--- src/rtl/writeback_arbiter_if.sv ---
// Write-back bundle: ALU and load producer handshakes plus the
// register-file write port and FIFO occupancy.
//   master: producers / register file side (drives valid/reg/data)
//   slave : writeback_arbiter (drives ready, write port, pending)
interface writeback_arbiter_if #(
    parameter int DATA_W     = 32,
    parameter int ADDR_W     = 5,
    parameter int FIFO_DEPTH = 4
);
    logic                          alu_valid;
    logic                          alu_ready;
    logic [ADDR_W-1:0]             alu_reg;
    logic [DATA_W-1:0]             alu_data;
    logic                          mem_valid;
    logic                          mem_ready;
    logic [ADDR_W-1:0]             mem_reg;
    logic [DATA_W-1:0]             mem_data;
    logic                          regWrite;
    logic [ADDR_W-1:0]             writeReg;
    logic [DATA_W-1:0]             writeData;
    logic [$clog2(FIFO_DEPTH):0]   pending;

    modport master (
        output alu_valid, alu_reg, alu_data,
        output mem_valid, mem_reg, mem_data,
        input  alu_ready, mem_ready,
        input  regWrite, writeReg, writeData, pending
    );

    modport slave (
        input  alu_valid, alu_reg, alu_data,
        input  mem_valid, mem_reg, mem_data,
        output alu_ready, mem_ready,
        output regWrite, writeReg, writeData, pending
    );
endinterface

--- src/rtl/writeback_arbiter.sv ---
// Write-back arbiter: owns the register-file write port, load results
// win, ALU results queue in a FIFO with a bounded-starvation override.
//   clk, rst : clock, asynchronous active-high reset
//   bus      : writeback_arbiter_if.slave (handshakes, write port, pending)
module writeback_arbiter #(
    parameter int DATA_W     = 32,
    parameter int ADDR_W     = 5,
    parameter int FIFO_DEPTH = 4,
    parameter int STARVE_MAX = 3
) (
    input  logic                 clk,
    input  logic                 rst,
    writeback_arbiter_if.slave   bus
);
    localparam int PTR_W = $clog2(FIFO_DEPTH);
    localparam int CNT_W = PTR_W + 1;
    localparam int STV_W = $clog2(STARVE_MAX + 1);
    localparam logic [CNT_W-1:0] DEPTH_C  = CNT_W'(FIFO_DEPTH);
    localparam logic [STV_W-1:0] STARVE_C = STV_W'(STARVE_MAX);

    logic [ADDR_W-1:0] r_fifo_reg [FIFO_DEPTH];
    logic [DATA_W-1:0] r_fifo_dat [FIFO_DEPTH];
    logic [PTR_W-1:0]  r_rd_ptr;
    logic [PTR_W-1:0]  r_wr_ptr;
    logic [CNT_W-1:0]  r_count;
    logic [STV_W-1:0]  r_starve;
    logic              r_we;
    logic [ADDR_W-1:0] r_wreg;
    logic [DATA_W-1:0] r_wdata;

    logic              w_alu_ready;
    logic              w_mem_ready;
    logic              w_mem_fire;
    logic              w_alu_fire;
    logic              w_enq;
    logic              w_has;
    logic              w_deq;
    logic [STV_W-1:0]  w_starve_nxt;

    assign w_alu_ready = r_count < DEPTH_C;
    assign w_mem_ready = r_starve != STARVE_C;
    assign w_mem_fire  = bus.mem_valid & w_mem_ready;
    assign w_alu_fire  = bus.alu_valid & w_alu_ready;
    // Writes to x0 complete the handshake but are never stored.
    assign w_enq       = w_alu_fire & (bus.alu_reg != '0);
    assign w_has       = r_count != '0;
    // A load beat (even one to x0) takes the slot; the head waits.
    assign w_deq       = ~w_mem_fire & w_has;

    // Count only losses suffered while something is queued; any
    // dequeue or an empty FIFO resets the count.
    always_comb begin
        w_starve_nxt = '0;
        if (w_mem_fire && w_has) begin
            if (r_starve == STARVE_C)
                w_starve_nxt = r_starve;
            else
                w_starve_nxt = r_starve + 1'b1;
        end
    end

    always_ff @(posedge clk) begin
        if (w_enq) begin
            r_fifo_reg[r_wr_ptr] <= bus.alu_reg;
            r_fifo_dat[r_wr_ptr] <= bus.alu_data;
        end
    end

    always_ff @(posedge clk or posedge rst) begin
        if (rst) begin
            r_rd_ptr <= '0;
            r_wr_ptr <= '0;
            r_count  <= '0;
            r_starve <= '0;
        end else begin
            if (w_enq)
                r_wr_ptr <= r_wr_ptr + 1'b1;
            if (w_deq)
                r_rd_ptr <= r_rd_ptr + 1'b1;
            r_count  <= r_count + CNT_W'(w_enq) - CNT_W'(w_deq);
            r_starve <= w_starve_nxt;
        end
    end

    always_ff @(posedge clk or posedge rst) begin
        if (rst) begin
            r_we    <= 1'b0;
            r_wreg  <= '0;
            r_wdata <= '0;
        end else if (w_mem_fire) begin
            r_we <= bus.mem_reg != '0;
            if (bus.mem_reg != '0) begin
                r_wreg  <= bus.mem_reg;
                r_wdata <= bus.mem_data;
            end
        end else if (w_deq) begin
            r_we    <= 1'b1;
            r_wreg  <= r_fifo_reg[r_rd_ptr];
            r_wdata <= r_fifo_dat[r_rd_ptr];
        end else begin
            r_we <= 1'b0;
        end
    end

    assign bus.alu_ready = w_alu_ready;
    assign bus.mem_ready = w_mem_ready;
    assign bus.regWrite  = r_we;
    assign bus.writeReg  = r_wreg;
    assign bus.writeData = r_wdata;
    assign bus.pending   = r_count;
endmodule

--- src/flat_wrapper.sv ---
// flat-port wrapper written by rule: the top's interface ports become plain ports
module writeback_arbiter_flat 
#(
    parameter int DATA_W     = 32,
    parameter int ADDR_W     = 5,
    parameter int FIFO_DEPTH = 4,
    parameter int STARVE_MAX = 3
)
  (clk, rst, bus_alu_valid, bus_alu_reg, bus_alu_data, bus_mem_valid, bus_mem_reg, bus_mem_data, bus_alu_ready, bus_mem_ready, bus_regWrite, bus_writeReg, bus_writeData, bus_pending);
  writeback_arbiter_if #(.DATA_W(DATA_W), .ADDR_W(ADDR_W), .FIFO_DEPTH(FIFO_DEPTH)) bus_i ();
  input  logic clk;
  input  logic rst;
  input wire logic [$bits(bus_i.alu_valid)-1:0] bus_alu_valid;
  input wire logic [$bits(bus_i.alu_reg)-1:0] bus_alu_reg;
  input wire logic [$bits(bus_i.alu_data)-1:0] bus_alu_data;
  input wire logic [$bits(bus_i.mem_valid)-1:0] bus_mem_valid;
  input wire logic [$bits(bus_i.mem_reg)-1:0] bus_mem_reg;
  input wire logic [$bits(bus_i.mem_data)-1:0] bus_mem_data;
  output wire logic [$bits(bus_i.alu_ready)-1:0] bus_alu_ready;
  output wire logic [$bits(bus_i.mem_ready)-1:0] bus_mem_ready;
  output wire logic [$bits(bus_i.regWrite)-1:0] bus_regWrite;
  output wire logic [$bits(bus_i.writeReg)-1:0] bus_writeReg;
  output wire logic [$bits(bus_i.writeData)-1:0] bus_writeData;
  output wire logic [$bits(bus_i.pending)-1:0] bus_pending;
  assign bus_i.alu_valid = bus_alu_valid;
  assign bus_i.alu_reg = bus_alu_reg;
  assign bus_i.alu_data = bus_alu_data;
  assign bus_i.mem_valid = bus_mem_valid;
  assign bus_i.mem_reg = bus_mem_reg;
  assign bus_i.mem_data = bus_mem_data;
  assign bus_alu_ready = bus_i.alu_ready;
  assign bus_mem_ready = bus_i.mem_ready;
  assign bus_regWrite = bus_i.regWrite;
  assign bus_writeReg = bus_i.writeReg;
  assign bus_writeData = bus_i.writeData;
  assign bus_pending = bus_i.pending;
  writeback_arbiter #(.DATA_W(DATA_W), .ADDR_W(ADDR_W), .FIFO_DEPTH(FIFO_DEPTH), .STARVE_MAX(STARVE_MAX)) u_core (.clk(clk), .rst(rst), .bus(bus_i));
endmodule
--- config.mk ---
export PLATFORM = sky130hd
export DESIGN_NAME = writeback_arbiter_flat
export DESIGN_NICKNAME = d
export VERILOG_FILES = /design/src/rtl/writeback_arbiter_if.sv /design/src/rtl/writeback_arbiter.sv /design/src/flat_wrapper.sv
export SDC_FILE = /design/constraint.sdc
export NUM_CORES = 1
export LEC_CHECK = 0
export BUFFER_PORTS_ARGS = -buffer_cell sky130_fd_sc_hd__buf_2
export CORE_UTILIZATION = 35
export CTS_CLUSTER_DIAMETER = 100
export DETAILED_ROUTE_END_ITERATION = 10
export GPL_ROUTABILITY_DRIVEN = 0
export PLACE_DENSITY = 0.63
export REMOVE_ABC_BUFFERS = 1
export SLEW_MARGIN = 20
export SYNTH_ARGS = -nofsm -noshare
export SYNTH_HDL_FRONTEND = slang
export SYNTH_SLANG_ARGS = --single-unit
export TNS_END_PERCENT = 50
--- constraint.sdc ---
create_clock -name clk -period 3.4 [get_ports clk]
set_input_delay 0.34 -clock clk [delete_from_list [all_inputs] [get_ports clk]]
set_output_delay 0.34 -clock clk [all_outputs]
set_load 0.005 [all_outputs]
==> impl_metrics.csv <==
group,metric,value,unit
outcome,status,"complete, no violations",
routing,dr_total_vias,4010,
die,initial_utilization,0.359,
die,pin_count,121,
yosys,synthesis.area,7560,um^2
pwr,power_frac_seq,0.492,
placed_design,dpl.hpwl,9.89,mm
clocking,numCtsBuffers,17,
clocking,clkTransAtPathRegs,0.07,ns
layout,largest_register_ffs,128,
yosys,ys_warn_count,0,
yosys,syn_avg_cell_area,19.8,um^2
setup_path,critPathArrivalTime,2.62,ns
layout,final_cell_mix,"edfxtp_1 (148), buf_2 (120), dfrtp_1 (45)",
yosys,synth-seq-cells,195,
setup_path,r2r_slack,1.15,ns
global_routing,antenna_found_initial,0,
clocking,cts_root_buf,"clkbuf_16",
global_routing,grt_max_degree,48,
routing,vias_per_cell,5.08,
sta,final.min_clock_period,2.25,ns
die,die_w,149,um
layout,area_delta_synth_final,19.3,%
sta,slew_headroom,0.292,
die,die_h,149,um
setup_path,setup.worst_path.start_class,"flip-flop",
sta,setup_viol,0,
setup_path,crit_fanout,28,
sta,rsz0062_at_grt,"false",
layout,num-fill-cells,1922,
yosys,yosys-top-cells-area,"edfxtp_1 (59%), dfrtp_1 (16%), mux4_2 (11%)",
clocking,numClockSinks,195,
routing,drt_iter0_drc,195,
sta,worstMarginPinSlew,1.06,ns
yosys,ys_seq_area_frac,0.743,
pwr,clkPwrFrac,0.267,
placed_design,port_buffers,120,
global_routing,grt_usage,0.156,
sta,period_share,0.662,
clocking,cts_max_level,4,
pwr,power,7.26,mW
sta,whs,0.0193,ns
yosys,synth-async-reset-ratio,0.241,
setup_path,r2r_cells,5,
run,max_cap_viol_count,0,
die,core_area,21100,um^2
pwr,swShare,0.292,
setup_path,crit_required,3.77,ns
layout,nets,588,
pwr,ir_worst_vdd,0.000311,V
setup_path,critPathKind,"reg -> reg",
routing,wirelength,16.2,mm
layout,drive_gt1_frac,0.458,
sta,fin_skew,0.0100,ns
yosys,netlist.area_leader.share,0.588,
pwr,pwr-share-comb,0.241,
setup_path,reg2reg_to,"u_core.bus.writeData[16]$_DFFE_PP0P_",
routing,drtAntennaViolNets,0,
sta,setup_tns,0,ns
layout,final_cells,790,
clocking,cts_hold_buf,0,
sta,hold_viol,0,
global_routing,overflow,0,
sta,slew_viol_final,0,
routing,avgRoutedWirePerCell,20.5,um
yosys,yosysTopAreaCell,"edfxtp_1",
pwr,p_sw,2.12,mW
global_routing,grt_pass1_wl,24.8,mm
yosys,syn_inst,382,
placed_design,dp_cells,758,
layout,layout_commonest_cell,"edfxtp_1",
yosys,synth.distinct_cells,30,
clocking,cts_setup_buffers,0,
clocking,cts_tree,"yes",
min_path,hold_class,"in -> async",
pwr,p_int,5.14,mW
sta,timing.fmax,0.444,GHz
routing,first_pass_iters,4,
global_routing,grt_pass1_vias,4341,
yosys,synth_flop_cell,"edfxtp_1",
clocking,insertion_delay,0.43,ns
layout,antennaDiodeCount,0,
clocking,cts_resized,0,
clocking,clk_path_buf_depth,2,
routing,route.detailed.drc,0,
setup_path,r2r-start,"u_core.r_starve[0]$_DFFE_PP0P_",
die,die-area,22200,um^2
pwr,p_leak,3.27,nW
setup_path,end_kind,"flip-flop",
pwr,p_per_area,805,nW/um^2
die,row_count,53,
yosys,synth_edf_count,148,
stage by stage:
step / utilization / area [um^2] / setup slack [ns]
final: 0.428 / 9020 / 1.15
after global routing: 0.428 / 9020 / 0.986
after CTS: 0.428 / 9020 / 1.13
after detailed placement: 0.401 / 8450 / 1.14
after global placement: 0.401 / 8450 / 1.17
after floorplan: - / 7450 / 0.309
area by class of cell:
cell class	count	area [um^2]	area share
Clock buffer	17	425	0.0471
Clock inverter	15	149	0.0165
Timing Repair Buffer	124	631	0.0699
Tap cell	275	344	0.0381
Sequential cell	195	5630	0.623
Multi-Input combinational cell	149	1790	0.198
Inverter	15	58.8	0.00652
worst max-delay path: stages, from the launching register on:
cell      delay [ns]
dfrtp_1         0.40
ha_1            0.27
nand2b_1        0.31
a22oi_2         0.49
buf_4           0.46
o221a_2         0.25
power groups by stage:
stage	logic, mW	clock network, mW	registers, mW
2_1_floorplan	1.16	0	3.50
3_3_place_gp	1.75	0	3.62
3_5_place_dp	1.78	0	3.65
4_1_cts	1.79	1.98	3.60
5_1_grt	1.92	2.09	3.66
6_report	1.75	1.94	3.57
layer usage:
layer  share of wire  global-route usage  up-vias  wire (um)
met5               0                   0        -          0
met4          0.0093              0.0520        0        151
met3           0.049              0.0413       14        790
met2            0.52               0.263      116       8350
met1            0.42               0.194     2081       6870
li1                -                   -     1799          -
logic make-up (layout without fill, tap and decap cells):
| family | Yosys count | after routing | synth area share |
|---|---|---|---|
| AO/OA/AOI/OAI | 40 | 40 | 0.0566 |
| XOR/XNOR | 5 | 5 | 0.00579 |
| adder cells (fa/ha/maj) | 8 | 8 | 0.0142 |
| buffers and inverters | 38 | 171 | 0.0227 |
| flip-flops | 195 | 195 | 0.743 |
| multiplexers | 39 | 39 | 0.113 |
| AND/OR/NAND/NOR | 57 | 57 | 0.0447 |
worst max-delay path by stage:
| stage | from | end | slack (ns) | cells after the start |
|---|---|---|---|---|
| 2_1_floorplan | u_core.r_starve[0]$_DFFE_PP0P_ | u_core.bus.pending[2]$_DFF_PP0_ | 0.31 | 10 |
| 4_1_cts | u_core.r_starve[0]$_DFFE_PP0P_ | u_core.bus.writeData[24]$_DFFE_PP0P_ | 1.13 | 5 |
| 5_1_grt | u_core.r_starve[0]$_DFFE_PP0P_ | u_core.bus.writeData[27]$_DFFE_PP0P_ | 0.99 | 5 |
| 3_3_place_gp | u_core.r_starve[0]$_DFFE_PP0P_ | u_core.bus.writeData[25]$_DFFE_PP0P_ | 1.17 | 5 |
| 6_report | u_core.r_starve[0]$_DFFE_PP0P_ | u_core.bus.writeData[16]$_DFFE_PP0P_ | 1.15 | 5 |
| 3_5_place_dp | u_core.r_starve[0]$_DFFE_PP0P_ | u_core.bus.writeData[6]$_DFFE_PP0P_ | 1.14 | 5 |
cell usage after synthesis, drive strengths merged, types with 2 or more instances:
cell	n
or3	34
dfrtp	47
mux4	37
buf	13
clkbuf	10
and2	4
inv	15
edfxtp	148
o221a	32
ha	7
nand3	6
o211ai	5
nand2	5
nor3	2
xnor2	4
Power figures use the tool's default switching activity.
